## src/rtl/spike_network_pkg.sv

```systemverilog
// Shared constants and types for the spike arbitration/broadcast stage.
// Spike codes, bus widths and the FSM state encoding live here.
package spike_network_pkg;

    localparam int TEN_DATA_WIDTH  = 2;
    localparam int NEURON_ID_WIDTH = 7;
    localparam int SPIKE_IN_WIDTH  = TEN_DATA_WIDTH + NEURON_ID_WIDTH;
    localparam int DEF_NUM_NEURON  = 128;
    localparam int DEF_CNT_WIDTH   = 16;

    localparam logic [TEN_DATA_WIDTH-1:0] SPK_NONE = 2'd0;
    localparam logic [TEN_DATA_WIDTH-1:0] SPK_POS  = 2'd1;
    localparam logic [TEN_DATA_WIDTH-1:0] SPK_NEG  = 2'd2;
    localparam logic [TEN_DATA_WIDTH-1:0] SPK_INV  = 2'd3;

    typedef enum logic [1:0] {
        ST_IDLE  = 2'd0,
        ST_SCAN  = 2'd1,
        ST_DONE  = 2'd2,
        ST_DRAIN = 2'd3
    } state_t;

    // Only positive and negative codes count as spikes; none and invalid are skipped.
    function automatic logic is_spike(input logic [TEN_DATA_WIDTH-1:0] code);
        return (code == SPK_POS) || (code == SPK_NEG);
    endfunction

endpackage

```

## src/rtl/spike_network_spike_sel_mux.sv

```systemverilog
// Combinational helper: picks the spike code of neuron i_idx and reduces the
// en_network requests over the active neurons into all_req / all_idle.
module spike_sel_mux
    import spike_network_pkg::*;
#(
    parameter int NUM_NEURON = DEF_NUM_NEURON
) (
    input  logic [NEURON_ID_WIDTH-1:0]           i_active_neuron,
    input  logic [NEURON_ID_WIDTH-1:0]           i_idx,
    input  logic [NUM_NEURON-1:0]                i_en_network_vec,
    input  logic [NUM_NEURON*TEN_DATA_WIDTH-1:0] i_spike_vec,
    output logic [TEN_DATA_WIDTH-1:0]            o_code,
    output logic                                 o_all_req,
    output logic                                 o_all_idle
);

    // An empty mask (active_neuron == 0) yields all_req = all_idle = 1.
    always_comb begin
        o_all_req  = 1'b1;
        o_all_idle = 1'b1;
        o_code     = SPK_NONE;
        for (int i = 0; i < NUM_NEURON; i++) begin
            if (i < int'(i_active_neuron)) begin
                if (!i_en_network_vec[i]) o_all_req  = 1'b0;
                if (i_en_network_vec[i])  o_all_idle = 1'b0;
            end
            if (i_idx == NEURON_ID_WIDTH'(i)) begin
                o_code = i_spike_vec[i*TEN_DATA_WIDTH +: TEN_DATA_WIDTH];
            end
        end
    end

endmodule

```

## src/rtl/spike_network.sv

```systemverilog
// Round-robin spike arbiter: waits for every active neuron to request a network
// step, picks one spiking neuron, broadcasts {code,id} and pulses o_network_done.
module spike_network
    import spike_network_pkg::*;
#(
    parameter int NUM_NEURON = DEF_NUM_NEURON,
    parameter int CNT_WIDTH  = DEF_CNT_WIDTH
) (
    input  logic                                 i_clk,
    input  logic                                 i_reset,
    input  logic                                 i_en,
    input  logic [NEURON_ID_WIDTH-1:0]           i_active_neuron,
    input  logic [NUM_NEURON-1:0]                i_en_network_vec,
    input  logic [NUM_NEURON*TEN_DATA_WIDTH-1:0] i_spike_vec,
    output logic [SPIKE_IN_WIDTH-1:0]            o_spike_bcast,
    output logic                                 o_network_done,
    output logic                                 o_busy,
    output logic [CNT_WIDTH-1:0]                 o_spike_count,
    output logic [CNT_WIDTH-1:0]                 o_step_count,
    output state_t                               o_state
);

    // Handshake: neurons raise en_network to request a step and must hold it
    // (and their spike code) until o_network_done; they drop it in response to
    // that pulse, and the arbiter waits in DRAIN until all active requests are low.

    state_t                     r_state;
    logic [NEURON_ID_WIDTH-1:0] r_n;
    logic [NEURON_ID_WIDTH-1:0] r_idx;
    logic [NEURON_ID_WIDTH-1:0] r_cnt;
    logic [NEURON_ID_WIDTH-1:0] r_ptr;
    logic                       r_hit;
    logic [SPIKE_IN_WIDTH-1:0]  r_bcast;
    logic                       r_done;
    logic                       r_busy;
    logic [CNT_WIDTH-1:0]       r_spike_cnt;
    logic [CNT_WIDTH-1:0]       r_step_cnt;

    logic [TEN_DATA_WIDTH-1:0]  w_code;
    logic                       w_all_req;
    logic                       w_all_idle;
    logic [NEURON_ID_WIDTH-1:0] w_idx_next;
    logic [NEURON_ID_WIDTH-1:0] w_win_next;

    spike_sel_mux #(.NUM_NEURON(NUM_NEURON)) u_sel (
        .i_active_neuron (i_active_neuron),
        .i_idx           (r_idx),
        .i_en_network_vec(i_en_network_vec),
        .i_spike_vec     (i_spike_vec),
        .o_code          (w_code),
        .o_all_req       (w_all_req),
        .o_all_idle      (w_all_idle)
    );

    assign w_idx_next = r_idx + 1'b1;
    assign w_win_next = r_bcast[NEURON_ID_WIDTH-1:0] + 1'b1;

    always_ff @(posedge i_clk) begin
        if (i_reset) begin
            r_state     <= ST_IDLE;
            r_n         <= '0;
            r_idx       <= '0;
            r_cnt       <= '0;
            r_ptr       <= '0;
            r_hit       <= 1'b0;
            r_bcast     <= '0;
            r_done      <= 1'b0;
            r_busy      <= 1'b0;
            r_spike_cnt <= '0;
            r_step_cnt  <= '0;
        end else if (i_en) begin
            case (r_state)
                ST_IDLE: begin
                    if (w_all_req) begin
                        r_busy <= 1'b1;
                        if (i_active_neuron != '0) begin
                            r_state <= ST_SCAN;
                            r_n     <= i_active_neuron;
                            r_idx   <= (r_ptr >= i_active_neuron) ? '0 : r_ptr;
                            r_cnt   <= '0;
                        end else begin
                            r_state <= ST_DONE;
                            r_bcast <= '0;
                            r_hit   <= 1'b0;
                            r_done  <= 1'b1;
                        end
                    end
                end
                ST_SCAN: begin
                    if (is_spike(w_code)) begin
                        r_bcast <= {w_code, r_idx};
                        r_hit   <= 1'b1;
                        r_done  <= 1'b1;
                        r_state <= ST_DONE;
                    end else if (r_cnt == r_n - 1'b1) begin
                        r_bcast <= '0;
                        r_hit   <= 1'b0;
                        r_done  <= 1'b1;
                        r_state <= ST_DONE;
                    end else begin
                        r_cnt <= r_cnt + 1'b1;
                        r_idx <= (w_idx_next == r_n) ? '0 : w_idx_next;
                    end
                end
                ST_DONE: begin
                    r_done     <= 1'b0;
                    r_state    <= ST_DRAIN;
                    r_step_cnt <= r_step_cnt + 1'b1;
                    if (r_hit) begin
                        r_ptr <= (w_win_next == r_n) ? '0 : w_win_next;
                        if (r_spike_cnt != '1) r_spike_cnt <= r_spike_cnt + 1'b1;
                    end
                end
                ST_DRAIN: begin
                    if (w_all_idle) begin
                        r_state <= ST_IDLE;
                        r_busy  <= 1'b0;
                    end
                end
                default: r_state <= ST_IDLE;
            endcase
        end
    end

    assign o_spike_bcast  = r_bcast;
    assign o_network_done = r_done;
    assign o_busy         = r_busy;
    assign o_spike_count  = r_spike_cnt;
    assign o_step_count   = r_step_cnt;
    assign o_state        = r_state;

endmodule

```

## config.mk

```make
export PLATFORM = sky130hd
export DESIGN_NAME = spike_network
export DESIGN_NICKNAME = d
export VERILOG_FILES = /design/src/rtl/spike_network_pkg.sv /design/src/rtl/spike_network_spike_sel_mux.sv /design/src/rtl/spike_network.sv
export SDC_FILE = /design/constraint.sdc
export NUM_CORES = 1
export LEC_CHECK = 0
export ABC_AREA = 1
export BUFFER_PORTS_ARGS = -buffer_cell sky130_fd_sc_hd__buf_4
export CAP_MARGIN = 0
export CORE_AREA = 2 2 172 174
export CTS_CLUSTER_SIZE = 10
export DETAILED_ROUTE_END_ITERATION = 16
export DIE_AREA = 0 0 174 176
export PLACE_DENSITY = 0.68
export SKIP_LAST_GASP = 1
export SLEW_MARGIN = 0
export SYNTH_ARGS = -nofsm -noshare
export SYNTH_HDL_FRONTEND = slang
export SYNTH_SLANG_ARGS = --single-unit
```

## constraint.sdc

```tcl
create_clock -name i_clk -period 20.4 [get_ports i_clk]
set_clock_uncertainty 0.05 [all_clocks]
set_input_delay 0 -clock i_clk [delete_from_list [all_inputs] [get_ports i_clk]]
set_output_delay 0 -clock i_clk [all_outputs]
set_load 0.02 [all_outputs]
```

Word-level counts from Yosys, hierarchy flattened

Cells that the tools add are included.

Word-level logic and storage cells: 977
Output and inout port bits: 45
Bits in registers: 74
Input bits: 394

Reductions and logical operators: 16
Magnitude comparators: 128
Eq/ne operators: 143
Add/subtract/negate cells: 6
Mux-type cells: 673

Operators by type and width:

| operator                                                                     | count |
|---|---|
| 1-bit 2-to-1 mux                                                             | 518 |
| 7-bit == test (second input constant)                                        | 64 |
| 7-bit less-than comparator (first input constant)                            | 63 |
| 2-bit 2-to-1 mux                                                             | 133 |
| 7-bit by 6-bit == test with 1-bit output (second input constant)             | 32 |
| 6-bit by 7-bit less-than comparator with 1-bit output (first input constant) | 32 |
| 7-bit by 5-bit == test with 1-bit output (second input constant)             | 16 |
| 5-bit by 7-bit less-than comparator with 1-bit output (first input constant) | 16 |
| 7-bit 2-to-1 mux                                                             | 11 |
| 7-bit by 4-bit == test with 1-bit output (second input constant)             | 8 |
| 4-bit by 7-bit less-than comparator with 1-bit output (first input constant) | 8 |
| 9-bit 2-to-1 mux                                                             | 4 |
| 16-bit by 1-bit adder with 16-bit output (second input constant)             | 2 |
| 7-bit by 3-bit == test with 1-bit output (second input constant)             | 4 |
| 3-bit by 7-bit less-than comparator with 1-bit output (first input constant) | 4 |
| 7-bit one-hot mux with 2 select lines                                        | 2 |
| 7-bit by 1-bit adder with 7-bit output (second input constant)               | 3 |
| 7-bit == test                                                                | 3 |
| 9-bit one-hot mux with 2 select lines                                        | 1 |
| 16-bit != test (second input constant)                                       | 1 |
| 4-bit AND reduction                                                          | 4 |
| 7-bit by 2-bit == test with 1-bit output (second input constant)             | 2 |
| 1-bit by 7-bit less-than comparator with 1-bit output (first input constant) | 2 |
| 2-bit by 7-bit less-than comparator with 1-bit output (first input constant) | 2 |
| other kinds (21)                                                             | 31 |

Logic depth before layout (Yosys ltp)

Word-level depth: 256
Depth in mapped cells: 142
Mapped depth without buffers: 142

Cells and area by module

From an unflattened synthesis, not the netlist that was laid out.

Cell total of the unflattened synthesis: 1881
Area, all modules: 9860.7 um^2

Modules (own cells, without submodules):

| module        | times used | cells each | area each (um^2) | sequential area each (um^2) |
|---|---|---|---|---|
| spike_sel_mux | 1          | 1165       | 5285.1           | 0.0 |
| spike_network | 1          | 716        | 4575.6           | 1481.4 |

Least setup slack after synthesis

OpenSTA, ideal clock, no wires.

Path kind: register to register
From: register r_idx[0]
To: register r_cnt[6]
Library setup time: 0.137 ns
Cell stages (with the launch flop): 141
Slack: 11.061 ns
Clock period less this slack: 9.339 ns
Buffers on the path: 1
Data required time: 20.213 ns
Arrival: 9.152 ns
Cell sequence: dfxtp_1 -> inv_1 -> ha_1 -> bufinv_8 -> nor2_2 -> nand2_2 -> nor2_1 -> nor2_1 -> nand2_1 -> nand2_1 -> nand2_1 -> nand2_1 -> nand2_1 -> nand2_1 -> nand2_1 -> nand2_1 -> nand3_1 -> nand3_1 -> [... 105 more ...] -> nand3_1 -> nand3_1 -> nand3_1 -> nand2_1 -> nand3_1 -> nand3_1 -> nand3_1 -> nand2_1 -> nand3_1 -> nand2_1 -> nand2_1 -> nand2_1 -> ha_1 -> or2_2 -> o2111ai_1 -> clkbuf_1 -> o21ai_0 -> nor3b_1

Longest elaborated chain between the ends: 133
Elaborated cells between the ends (all ways): 261
Those cells by class: eq/ne (130); mux (128); reduce/logical (3)

RTL lines:

| what                                                                             | RTL line                          | RTL |
|---|---|---|
| from (decl)                                                                      | spike_network.sv:29               | `logic [NEURON_ID_WIDTH-1:0] r_idx;` |
| from (signal assigned)                                                           | spike_network.sv:79               | `r_idx <= (r_ptr >= i_active_neuron) ? '0 : r_ptr;` |
| from (signal assigned)                                                           | spike_network.sv:102              | `r_idx <= (w_idx_next == r_n) ? '0 : w_idx_next;` |
| 7-bit zero test                                                                  | spike_network_spike_sel_mux.sv:27 | `if (i_idx == NEURON_ID_WIDTH'(i)) begin` |
| 2-bit 2-to-1 mux (127 in a row)                                                  | spike_network_spike_sel_mux.sv:27 |  |
| 2-bit 2-to-1 mux (*)                                                             | spike_network_spike_sel_mux.sv:27 |  |
| 2-bit by 1-bit == test with 1-bit output / 2-bit == test (equally long branches) | spike_network_pkg.sv:25           | `return (code == SPK_POS) \|\| (code == SPK_NEG);` |
| 1-bit logical OR (*)                                                             | spike_network_pkg.sv:25           |  |
| 2-bit != test (no source line) (*)                                               | -                                 |  |
| 6-bit AND reduction (no source line) (*)                                         | -                                 |  |
| to (signal assigned)                                                             | spike_network.sv:101              | `r_cnt <= r_cnt + 1'b1;` |
| to (decl)                                                                        | spike_network.sv:30               | `logic [NEURON_ID_WIDTH-1:0] r_cnt;` |

Every way passes the cells marked *; elsewhere a longest branch is shown, timed or not.
A chain may end at the register's enable or synchronous reset.

Worst setup path after layout

From: register r_idx[0]
To: register r_bcast[5], in the netlist o_spike_bcast[5]

Longest elaborated chain between the ends: 133
Elaborated cells between the ends (all ways): 263
Those cells by class: eq/ne (130); mux (130); reduce/logical (3)

RTL lines:

| what                                                                                                 | RTL line                          | RTL |
|---|---|---|
| 7-bit zero test                                                                                      | spike_network_spike_sel_mux.sv:27 |  |
| 2-bit 2-to-1 mux (127 in a row)                                                                      | spike_network_spike_sel_mux.sv:27 |  |
| 2-bit 2-to-1 mux (*)                                                                                 | spike_network_spike_sel_mux.sv:27 |  |
| 2-bit by 1-bit == test with 1-bit output / 2-bit == test (equally long branches)                     | spike_network_pkg.sv:25           |  |
| 1-bit logical OR (*)                                                                                 | spike_network_pkg.sv:25           |  |
| 3-bit != test (no source line) / 9-bit 2-to-1 mux (equally long branches)                            | -                                 |  |
| 5-bit AND reduction (no source line) / 9-bit one-hot mux with 2 select lines (equally long branches) | -                                 |  |
| to (signal assigned)                                                                                 | spike_network.sv:91               | `r_bcast <= {w_code, r_idx};` |
| to (decl)                                                                                            | spike_network.sv:33               | `logic [SPIKE_IN_WIDTH-1:0] r_bcast;` |

Marked as above.

==> impl_metrics.csv <==
group,metric,value,unit
outcome,status,"complete, no violations",
global_routing,grt_pass1_wl,72.4,mm
route,via_count,14400,
synthesis,ys_seq_area_share,14.6,%
synthesis,avgSynthCellArea,5.31,sq um
synthesis,synthSimpleGateAreaFrac,40.6,%
synthesis,ys_warn_count,0,
synthesis,synth_seq_cells,74,
synthesis,synth_flop_cell,"dfxtp_1",
route,ant_nets,0,
synthesis,synth-adder-area-share,2.71,%
worst_setup_path,startpoint_type,"flip-flop",
synthesis,ys_types,57,
power,p_leak,6.48,nW
route,drc_errors,0,
placement,place_congestion,0.977,
synthesis,synthArstFlopShare,0,%
flow_run,cap_viol_max_count,0,
worst_setup_path,worst-path-max-fanout,11,
worst_setup_path,critPathTopFamily,"simple AND/OR/NAND/NOR gates",
route,drt_wl_total,48.4,mm
die,io_pins,439,
worst_setup_path,critPathKind,"flip-flop to flip-flop",
placement,placed_area,13800,sq um
finish,layout_commonest_cell,"buf_4",
cts,h-tree-depth,3,
die,initial_utilization,35.5,%
route,drt-initial-drc-count,1080,
finish,final_cell_area,14200,sq um
placement,port_buffers,437,
die,die_w,174,um
worst_setup_path,r2r_slack,7.87,ns
cts,cts_tree,"yes",
placement,dpl.hpwl,40.0,mm
worst_setup_path,crit_arrival,12.76,ns
sta,drv_slew,0,
sta,finalSetupViolations,0,
route,wl_per_cell,17.7,um
sta,max_slew.worst_pin.slew,1.07,ns
cts,cts_buffers,9,
worst_setup_path,worst-path-buf-inv,2,
global_routing,antenna_found_initial,10,
sta,rsz0062_at_grt,"false",
synthesis,synth_edf_count,0,
die,core_area,28500,sq um
worst_setup_path,crit_path_top_delay_cell,"a221oi_1",
global_routing,grt_util_all_layers,30.1,%
cts,clk_pin_slew,0.06,ns
cts,cts_root_buffer,"clkbuf_16",
finish,fin_nets,2745,
cts,insertion_delay,0.35,ns
synthesis,synth_compound_area_share,24.9,%
sta,max_slew_margin,26.7,%
power,power_density,32.0,nW/um^2
cts,cts_num_sinks,74,
worst_setup_path,cp.required,20.63,ns
global_routing,grt_start_max_net_pins,39,
synthesis,muxShareOfSynthArea,0,%
synthesis,synth_xor_area_share,2.16,%
worst_setup_path,cp-end-kind,"flip-flop",
synthesis,syn_area,10100,sq um
finish,layout_common_cells,"buf_4 (442), nand2_1 (395), inv_1 (329)",
finish,drive_above_1_share,23.1,%
worst_setup_path,crit_path_frequent_cell,"nand2_1",
power,irDropWorstVdd,0.0000587,V
global_routing,grt_overflow_total,0,
global_routing,first_global_vias,13500,
sta,post-route-min-period,12.53,ns
sta,final-hold-violation-count,0,
die,rows,62,
power,finalPower,0.453,mW
sta,final.setup.tns,0,ns
die,fp.dieH,176,um
hold_path,hold_class,"input pin to flip-flop",
finish,area_delta_synth_final,39.7,%
sta,min_period_over_period,61.4,%
synthesis,synthCells,1910,
cts,cts_buffer_depth,2,
sta,fmaxAchievable,79.8,MHz
route,dr.pass1.iters,6,
die,fp.dieArea,30600,sq um
synthesis,synth_top_family_by_area,"simple AND/OR/NAND/NOR gates",
route,via_per_inst,5.26,
synthesis,synth_fp_nets,2326,
worst_setup_path,slowest_delay,0.55,ns
## worst min-delay path: cells and delay by family
family                 cells  cell delay, ns
AO/OA/AOI/OAI              2            0.22
buffers and inverters      1            0.17
## report_power, final
group | internal (mW) | switching (mW) | total (mW)
logic | 0.0702 | 0.0672 | 0.137
clock network | 0.107 | 0.0643 | 0.172
registers | 0.144 | 0.0000000836 | 0.144
## registers in the layout, indices dropped and copies added (netlist names), 2 cells and up
register	count
o_spike_count	16
o_state	2
r_cnt	7
r_ptr	7
r_idx	7
o_step_count	16
r_n	7
o_spike_bcast	9
## synth_stat cells, types with 4 or more instances
cell       instances  area share [%]
nor3_1            29             1.4
clkbuf_1          34             1.3
o31ai_1            6            0.44
a211oi_1           9            0.67
a221oi_1          10            0.86
xnor2_1            6            0.52
nor2_2             5            0.31
a21oi_1          148             7.3
or2_2             49             3.0
dfxtp_1           74              15
clkinv_1           8            0.30
nand2_1          395              15
nor3b_1            4            0.30
o21ai_1            6            0.30
nor4_1            15            0.93
a2111oi_0          7            0.60
o2111ai_1          9            0.78
a2bb2oi_1          4            0.35
o211ai_1          10            0.74
o221ai_1          14             1.2
o21a_1             7            0.52
nor2_1           306              11
o22ai_1           42             2.6
nand3_1          132             6.5
inv_2             12            0.44
o21ai_0          143             7.1
inv_1            329              12
ha_1              22             2.7
xor2_1            19             1.6
nand4_1           13            0.80
## routing by layer
| layer | routed length (um) | GRT usage [%] |
|---|---|---|
| met1 | 18500 | 34.3 |
| met2 | 23000 | 53.2 |
| met3 | 4470 | 6.89 |
| met4 | 2410 | 14.5 |
| met5 | 14 | 0 |
## area by class of cell
class	count	area, sq um
Fill cell	3090	14400
Multi-Input combinational cell	1443	7140
Timing Repair Buffer	447	3370
Sequential cell	74	1480
Inverter	354	1360
Tap cell	384	480
Clock buffer	10	229
Clock inverter	6	91.3
Antenna cell	10	25.0
## logic make-up (layout without fill, tap and decap cells)
| kind of cell | Yosys count | after routing |
|---|---|---|
| xor gates and xnor gates | 25 | 25 |
| DFF | 74 | 74 |
| buffers and inverters | 393 | 817 |
| AOI/OAI and AO/OA | 434 | 434 |
| other | 0 | 10 |
| and+or+nand+nor | 962 | 962 |
| adders and majority gates | 22 | 22 |
## metrics by stage
| step | utilization, % | setup WS (ns) | cells | hold slack [ns] |
|---|---|---|---|---|
| after floorplan | - | 11.06 | 1910 | 0.140 |
| after global placement | 48.3 | 8.16 | 2697 | 0.303 |
| after detailed placement | 48.3 | 8.06 | 2697 | 0.312 |
| after CTS | 49.6 | 7.96 | 2718 | 0.00185 |
| after global routing | 49.6 | 6.17 | 2725 | 0.0275 |
| final | 49.6 | 7.87 | 2728 | 0.0298 |
## final timing paths
path	endpoint	cells after the start	startpoint
setup / recovery	o_spike_bcast[5]	132	r_idx[0]
hold / removal	r_n[5]	3	i_active_neuron[5]
setup reg to reg	o_spike_bcast[5]	132	r_idx[0]
hold reg to reg	o_busy	2	o_busy
## what timing repair did
item	4_1_cts	5_1_grt
hold buffers	5	0
resized for setup	0	0
setup buffers	0	0
hold endpoints to repair	8	0
No activity file was read; power rests on OpenSTA's default activity.
